--- src/rtl/msi_miss_handler.sv ---
// msi_miss_handler: MSI miss bus engine. It optionally writes back the victim line, then issues
// read/readex/upgrade with NACK backoff/retry, and returns fill data and the final line state.
module msi_miss_handler #(
   parameter int ADDR_W    = 32,
   parameter int LINE_W    = 128,
   parameter int MAX_RETRY = 4
) (
   input  logic              clk,
   input  logic              reset_n,
   input  logic              req_valid,
   output logic              req_ready,
   input  logic [1:0]        req_cmd,
   input  logic              req_writeback,
   input  logic [ADDR_W-1:0] req_addr,
   input  logic [1:0]        req_state,
   input  logic [ADDR_W-1:0] victim_addr,
   input  logic [LINE_W-1:0] victim_data,
   output logic              bus_req,
   output logic              bus_write,
   output logic [1:0]        bus_cmd,
   output logic [ADDR_W-1:0] bus_addr,
   output logic [LINE_W-1:0] bus_wdata,
   input  logic              bus_ack,
   input  logic              bus_nack,
   input  logic [LINE_W-1:0] bus_rdata,
   output logic              done,
   output logic              done_error,
   output logic              fill_valid,
   output logic [LINE_W-1:0] fill_data,
   output logic [1:0]        fill_state
);
   localparam logic [1:0] CMD_NONE = 2'd0;
   localparam logic [1:0] CMD_UPGRADE = 2'd3;
   localparam logic [1:0] ST_I = 2'd0;

   typedef enum logic [2:0] {IDLE, WB, CMD, BACKOFF, DONE} state_t;

   state_t            state;
   logic [1:0]        r_cmd;
   logic [1:0]        r_state;
   logic [ADDR_W-1:0] r_addr;
   logic [3:0]        retry;
   logic              last_try;
   logic              fill_cmd;

   assign req_ready = state == IDLE;
   assign last_try  = retry == 4'(MAX_RETRY - 1);
   assign fill_cmd  = r_cmd != CMD_NONE && r_cmd != CMD_UPGRADE;

   // bus_write stays valid through BACKOFF, so it selects which phase to re-enter
   always_ff @(posedge clk or negedge reset_n)
      if (!reset_n) begin
         state      <= IDLE;
         r_cmd      <= CMD_NONE;
         r_state    <= ST_I;
         r_addr     <= '0;
         retry      <= '0;
         bus_req    <= 1'b0;
         bus_write  <= 1'b0;
         bus_cmd    <= CMD_NONE;
         bus_addr   <= '0;
         bus_wdata  <= '0;
         done       <= 1'b0;
         done_error <= 1'b0;
         fill_valid <= 1'b0;
         fill_data  <= '0;
         fill_state <= ST_I;
      end else begin
         done       <= 1'b0;
         done_error <= 1'b0;
         fill_valid <= 1'b0;
         case (state)
            IDLE:
               if (req_valid) begin
                  r_cmd   <= req_cmd;
                  r_addr  <= req_addr;
                  r_state <= req_state;
                  retry   <= '0;
                  if (req_writeback) begin
                     state     <= WB;
                     bus_req   <= 1'b1;
                     bus_write <= 1'b1;
                     bus_cmd   <= CMD_NONE;
                     bus_addr  <= victim_addr;
                     bus_wdata <= victim_data;
                  end else if (req_cmd != CMD_NONE) begin
                     state     <= CMD;
                     bus_req   <= 1'b1;
                     bus_write <= 1'b0;
                     bus_cmd   <= req_cmd;
                     bus_addr  <= req_addr;
                  end else begin
                     state      <= DONE;
                     done       <= 1'b1;
                     fill_state <= req_state;
                  end
               end
            WB, CMD:
               if (bus_ack) begin
                  retry <= '0;
                  if (state == WB && r_cmd != CMD_NONE) begin
                     state     <= CMD;
                     bus_write <= 1'b0;
                     bus_cmd   <= r_cmd;
                     bus_addr  <= r_addr;
                  end else begin
                     state      <= DONE;
                     bus_req    <= 1'b0;
                     done       <= 1'b1;
                     fill_state <= r_state;
                     fill_valid <= state == CMD && fill_cmd;
                     if (state == CMD && fill_cmd)
                        fill_data <= bus_rdata;
                  end
               end else if (bus_nack) begin
                  bus_req <= 1'b0;
                  if (last_try) begin
                     state      <= DONE;
                     done       <= 1'b1;
                     done_error <= 1'b1;
                     fill_state <= ST_I;
                  end else begin
                     state <= BACKOFF;
                     retry <= retry + 4'd1;
                  end
               end
            BACKOFF: begin
               state   <= bus_write ? WB : CMD;
               bus_req <= 1'b1;
            end
            DONE:    state <= IDLE;
            default: state <= IDLE;
         endcase
      end
endmodule

--- config.mk ---
export PLATFORM = sky130hd
export DESIGN_NAME = msi_miss_handler
export DESIGN_NICKNAME = d
export VERILOG_FILES = /design/src/rtl/msi_miss_handler.sv
export SDC_FILE = /design/constraint.sdc
export NUM_CORES = 1
export LEC_CHECK = 0
export BUFFER_PORTS_ARGS = -buffer_cell sky130_fd_sc_hd__buf_4
export CORE_AREA = 2 2 248 250
export DETAILED_ROUTE_END_ITERATION = 10
export DIE_AREA = 0 0 250 252
export MAX_ROUTING_LAYER = met4
export PLACE_DENSITY = 0.44
export SETUP_SLACK_MARGIN = 0.05
export SLEW_MARGIN = 10
export SYNTH_ARGS = -nofsm -noshare
export SYNTH_HDL_FRONTEND = slang
export SYNTH_SLANG_ARGS = --single-unit
--- constraint.sdc ---
create_clock -name clk -period 2.3 [get_ports clk]
set_input_delay 0.345 -clock clk [delete_from_list [all_inputs] [get_ports clk]]
set_output_delay 0.345 -clock clk [all_outputs]
set_load 0.02 [all_outputs]
==> metrics, run 1 <==
Post-Syn Area=13790 µm²; crit path time final=2.141 ns; post_cts resized=0; sequential area share after synthesis=between 60% and 70%; Area Overhead vs Synth=71.74%; layout net count=around 2.1k; clk_skew=roughly 0.013 ns; Placement Setup Slack=0.1554 ns; Synth Register Bits=340; DRT iter0 DRCs=332; routability cong.=0.7974; vias in the first global route=12.20k; Tcrit/Tclk final=93.08%; Gate Count Post-Synth=about 900; routing usage on met2=25.86%; GR Layer Usage met3=4.715%; drt wl/cell=18.34 µm; row count=90; clock latency at the later pin of the worst-skew pair=0.55 ns; full die area=63000 µm²; Hold Crit Class=in -> reg; worst IR drop on VDD=roughly 0.86 mV; DRC viols=0; yosys warns=0; Via density=4.167; PwrDens=1367 nW/µm²; IO Count=628; Worst Setup Path Type=reg -> reg; TritonCTS buffer count=43; EDFF count, synth=0; setup ws final=0.1593 ns; CP Data Required Time=2.73 ns; Slew headroom=55.17%; busiest metal layer after global routing=met2; Fill cells=between 5k and 6k; final setup fails=0; clk buf depth=3; commonest non-fill, non-tap cell in the layout=buf_4; Worst setup EP type=flip-flop; Critical Path Source Type=flip-flop; Slew Limit Fails=0; Fin Setup TNS=0 ns; Chip Width=250 µm; core area=about 60000 µm²; Total Wirelength=48260 µm; first-pass GRT wire length=73120 µm; Clk pin slew, worst setup/hold paths=0.06 ns; pin count of the biggest net entering global routing=roughly 70; Arrival @ worst endpoint=between 2 and 3 ns; vias=10.96k; synthesized net count=1236; outcome=complete, no violations; Die Y=252 µm; Fin. Hold Viols=0; GRT met1 Usage=17.57%; Sink Count=340; f_max=0.4671 GHz; CTS tree=yes; P_leak=0.01110 µW; Tot GR Track Use=15.41%; IO Port Bufs=around 630; Detailed Routing Iterations Pass 1=4; fraction of registers with async set/reset=100.0%; Root Buffer Master=clkbuf_16; antenna violations before repair=1; Syn Area/Cell=15.26 µm²; Hold Slack=approximately 0.047 ns; share of post-route cells with drive strength above 1=57.85%; Initial Util=22.94%; worst slew pin tran=0.6725 ns; Congestion Overflow GR=0; worst-path fanout max=11; top_reg_cell synth=dfrtp_1; Yosys cell types=between 40 and 50; # Max-Cap Violations=0; Detail Route Antenna Nets=0; H-tree levels=2; hpwl dp=35640 µm; most frequent cells in the layout=buf_4 (647), dfrtp_1 (339), mux2_2 (298); RSZ-0062 raised after global routing=no
stage by stage:
step           instances  utilization (%)  total power, µW  instance area [µm²]
2_1_floorplan        904                -            18690                13790
3_3_place_gp        2292            32.72            25490                19670
3_5_place_dp        2292            32.72            25620                19670
4_1_cts             2630            39.39            32900                23690
5_1_grt             2631            39.39            34230                23690
6_report            2631            39.39            32390                23690
Yosys cell counts (3+ instances only):
master	count	area, µm²
o32ai_1	3	26.28
clkbuf_1	20	75.07
nand2_1	9	33.78
dfrtp_1	340	8508
buf_2	33	165.2
nor2_1	6	22.52
a21oi_1	36	180.2
mux2_4	29	435.4
nor3_1	34	170.2
mux2i_1	33	330.3
o21ai_0	13	65.06
nand2b_1	5	31.28
buf_12	3	60.06
inv_1	5	18.77
mux2_2	298	3356
power by group:
part	internal [µW]	leakage, µW	switching (µW)	total [µW]
combinational	7490	0.00632	7610	15100
sequential	8980	0.00408	1650	10600
clock	4020	0.000699	2640	6660
cell families (layout without fill, tap and decap cells):
family | Yosys count | in the layout | share of synthesized area (%)
xor+xnor | 1 | 1 | 0.06351
fa+ha+maj | 2 | 2 | 0.1814
compound gates | 67 | 67 | 2.876
other cells | 0 | 1 | 0
flops | 340 | 340 | 61.68
simple gates | 71 | 71 | 2.894
mux | 360 | 360 | 29.88
buf+inv | 63 | 1007 | 2.422
path summary, 6_finish.rpt:
check | from | slack, ns | cells after the start | end
max in group asynchronous | reset_n | 1.14 | 3 | fill_data[61]$_DFFE_PN0P_
max | state[2]$_DFFE_PN0P_ | 0.16 | 5 | bus_addr[31]$_DFFE_PN0P_
min reg2reg | bus_wdata[68]$_DFFE_PN0P_ | 0.50 | 1 | bus_wdata[68]$_DFFE_PN0P_
min | req_addr[14] | 0.05 | 2 | r_addr[14]$_DFFE_PN0N_
max reg2reg | state[2]$_DFFE_PN0P_ | 0.16 | 5 | bus_addr[31]$_DFFE_PN0P_
min in group asynchronous | reset_n | 0.39 | 2 | bus_addr[26]$_DFFE_PN0P_
what timing repair did:
item,in CTS,in global routing
hold endpoints to repair,317,0
hold buffers,260,0
buffers inserted,0,0
final cells by class:
cell class | count | area [µm²] | area share (%)
flip-flops and latches | 340 | 8509 | 35.92
repair buffers | 924 | 7795 | 32.91
multi-input cells | 501 | 4975 | 21.00
clock buffers | 67 | 1308 | 5.519
well taps | 782 | 978.4 | 4.130
clock inverters | 11 | 102.6 | 0.4331
inverters | 5 | 18.77 | 0.07923
diodes | 1 | 2.502 | 0.01056
per-layer routing:
layer  share of wire, %  routed length [µm]
met5                  0                   0
met4                2.9                1411
met3                7.3                3523
met2                 50               24360
met1                 39               18960
state kept, by name, summed over array words and instances (netlist names):
signal,flops
done_error,1
retry,4
bus_write,1
bus_cmd,2
bus_addr,32
fill_state,2
state,3
fill_data,128
fill_valid,1
bus_wdata,128
r_state,2
r_cmd,2
r_addr,32
done,1
bus_req,1
critical path: stages (launching register included):
cell and delay [ns]:
dfrtp_2 0.42, or4_4 0.55, or3_4 0.36, nand3_4 0.09, buf_4 0.24, mux2_2 0.36
No activity file was read; power rests on OpenSTA's default activity.
==> inputs of run 2 (changes only) <==
Settings changed: ABC_AREA set to 1, CORE_AREA 2 2 248 250 to 2 2 243 245, DIE_AREA 0 0 250 252 to 0 0 245 247, PLACE_DENSITY 0.44 to 0.46.
==> run 2 against run 1 <==
Effect of this change: global-route usage increased by 2.6 points; critical endpoint is now bus_cmd[0]$_DFFE_PN0P_; total power shrank 4.3%; critical path type unchanged; count of clock-buffer cells in the layout is 4 lower.
==> metrics, run 2 <==
Tcrit/Tclk final=between 80% and 90%; Gate Count Post-Synth=1680; Slew headroom=36.30%; vias in the first global route=14.02k; H-tree levels=2; first-pass GRT wire length=82370 µm; Clk pin slew, worst setup/hold paths=0.06 ns; row count=89; Tot GR Track Use=17.96%; PwrDens=1319 nW/µm²; worst slew pin tran=0.9544 ns; Initial Util=24.11%; Placement Setup Slack=-0.06430 ns; Fin Setup TNS=0 ns; fraction of registers with async set/reset=100.0%; clk buf depth=3; Fin. Hold Viols=0; Syn Area/Cell=8.359 µm²; sequential area share after synthesis=roughly 61%; Synth top area share=around three fifths; Post-Synth Adder-Cell Area=0.1782%; ranking of synthesized cells by area=dfrtp_1 (61%), nand2_1 (28%), o21ai_0 (2.6%), nand3_1 (1.4%), buf_6 (1.4%); Slew Limit Fails=0; Hold Crit Class=in -> reg; hpwl dp=38560 µm; Chip Width=245 µm; DRC viols=0; RSZ-0062 raised after global routing=no; routability cong.=0.8564; Via density=about 4.2; Hold Slack=0.03953 ns; synthesized net count=2012; multiplexer share of the synthesized area=0%; Synth Register Bits=between 300 and 400; antenna violations before repair=1; largest area contributor in the netlist=dfrtp_1; # Max-Cap Violations=0; top cells by count, synth=nand2_1 (1040), dfrtp_1 (340), o21ai_0 (73), inv_1 (46), nand3_1 (40); full die area=60520 µm²; Synth Area in XOR/XNOR=0.1247%; setup ws final=0.4078 ns; core area=about 58000 µm²; clk_skew=0.01642 ns; CP max stage delay=between 0.4 and 0.5 ns; post-synthesis compound-gate area fraction=3.020%; Congestion Overflow GR=0; Critical Path Source Type=flip-flop; clock latency at the later pin of the worst-skew pair=between 0.5 and 0.6 ns; yosys warns=0; Worst Setup Path Type=reg -> reg; CP Cell Sequence=nor2_4, nand2_4, nor2_2, nor2_4, buf_12, nand2_4, o21ai_0; CTS tree=yes; Total Wirelength=55600 µm; crit path time final=1.892 ns; worst-path fanout max=37; Yosys cell types=30; pin count of the biggest net entering global routing=roughly 130; Detail Route Antenna Nets=0; layout net count=2879; IO Port Bufs=627; top_reg_cell synth=dfrtp_1; TritonCTS buffer count=42; Root Buffer Master=clkbuf_16; Sink Count=340; P_leak=0.01282 µW; Post-Syn Area=14040 µm²; simple-gate share of the synthesized area=30.68%; slowest CP cell=dfrtp_1; Detailed Routing Iterations Pass 1=5; Largest regs=bus_wdata (128), fill_data (128); worst IR drop on VDD=0.9236 mV; CP Data Required Time=2.71 ns; commonest non-fill, non-tap cell in the layout=nand2_1; f_max=~0.53 GHz; IO Count=about 630; Area Overhead vs Synth=67.34%; Die Y=247 µm; vias=~14k; EDFF count, synth=0; top-count cell post-synth=nand2_1; drt wl/cell=16.58 µm; Worst setup EP type=flip-flop; largest family of logic cells by synthesized area=simple AND/OR/NAND/NOR gates; most frequent cells in the layout=nand2_1 (1040), buf_4 (643), dfrtp_1 (340); outcome=complete, no violations; Fill cells=5907; share of post-route cells with drive strength above 1=28.72%; final setup fails=0; Arrival @ worst endpoint=2.31 ns; DRT iter0 DRCs=638
-- run 2: cell count changes after synthesis, moves of 10 or more --
cell / delta
mux2_4: -29
mux2i_1: -33
nor3_1: -30
inv_1: +41
nor2_1: +10
buf_4: +15
a21oi_1: -34
buf_6: +16
nand2_1: +1031
mux2_2: -298
o21ai_0: +60
nand3_1: +40
-- run 2: cells by family after synthesis --
| family | after synthesis |
|---|---|
| simple gates | 1113 |
| fa+ha+maj | 2 |
| flops | 340 |
| compound gates | 83 |
| buf+inv | 140 |
| xor+xnor | 2 |
-- run 2: per-layer routing --
| metal | up-vias | routed length [µm] | GRT usage [%] |
|---|---|---|---|
| met2 | 410 | 27760 | 30.19 |
| met3 | 91 | 3380 | 4.048 |
| met1 | 6582 | 22950 | 21.42 |
| met4 | 0 | 1515 | 5.613 |
| met5 | - | 0 | - |
| li1 | 6847 | - | - |
-- run 2: worst paths after layout --
| path | start | endpoint | slack (ns) | cells past startpoint |
|---|---|---|---|---|
| max reg2reg | state[2]$_DFFE_PN0P_ | bus_cmd[0]$_DFFE_PN0P_ | 0.41 | 7 |
| min in group asynchronous | reset_n | fill_data[84]$_DFFE_PN0P_ | 0.33 | 2 |
| max in group asynchronous | reset_n | fill_data[7]$_DFFE_PN0P_ | 1.10 | 3 |
| min reg2reg | bus_wdata[38]$_DFFE_PN0P_ | bus_wdata[38]$_DFFE_PN0P_ | 0.47 | 2 |
| max | state[2]$_DFFE_PN0P_ | bus_cmd[0]$_DFFE_PN0P_ | 0.41 | 7 |
| min | bus_rdata[46] | fill_data[46]$_DFFE_PN0P_ | 0.04 | 3 |
-- run 2: report_power, final --
part	leakage (µW)	total (µW)	internal (µW)	switching, µW
Clock	0.000704	6800	4100	2700
Combinational	0.00782	14000	5430	8560
Sequential	0.00430	10200	8640	1560
-- run 2: critical path, delay by kind of cell (launching register included) --
family,cells,cell delay [ns]
AND/OR/NAND/NOR,5,0.98
flip-flops,1,0.43
AO/OA/AOI/OAI,1,0.16
buffers and inverters,1,0.15
-- run 2: area by class of cell --
type                    count  area, µm²  share of cell area (%)
diodes                      1      2.502                 0.01065
multi-input cells        1201       4781                   20.34
clock inverters            14      125.1                  0.5324
flip-flops and latches    340       8508                   36.20
inverters                  51      197.7                  0.8412
well taps                 773      967.2                   4.116
repair buffers            911       7625                   32.45
clock buffers              63       1294                   5.505
-- run 2: metrics by stage --
stage               cell area (µm²)  cells  total power, µW  utilization (%)
finish                        23500   3354            30990            40.35
global route                  23500   3354            33030            40.35
CTS                           23460   3349            31360            40.27
detailed placement            19470   3015            23920            33.43
global placement              19470   3015            23780            33.43
floorplan                     14040   1680            17570                -
-- run 2: timing repair --
item,in CTS,in global routing
hold buffers,256,0
endpoints found under the hold margin,300,0
gates resized for setup,0,0
pin swaps,1,1
setup buffers,0,4
cloned,1,0
endpoints found under the setup margin,35,6
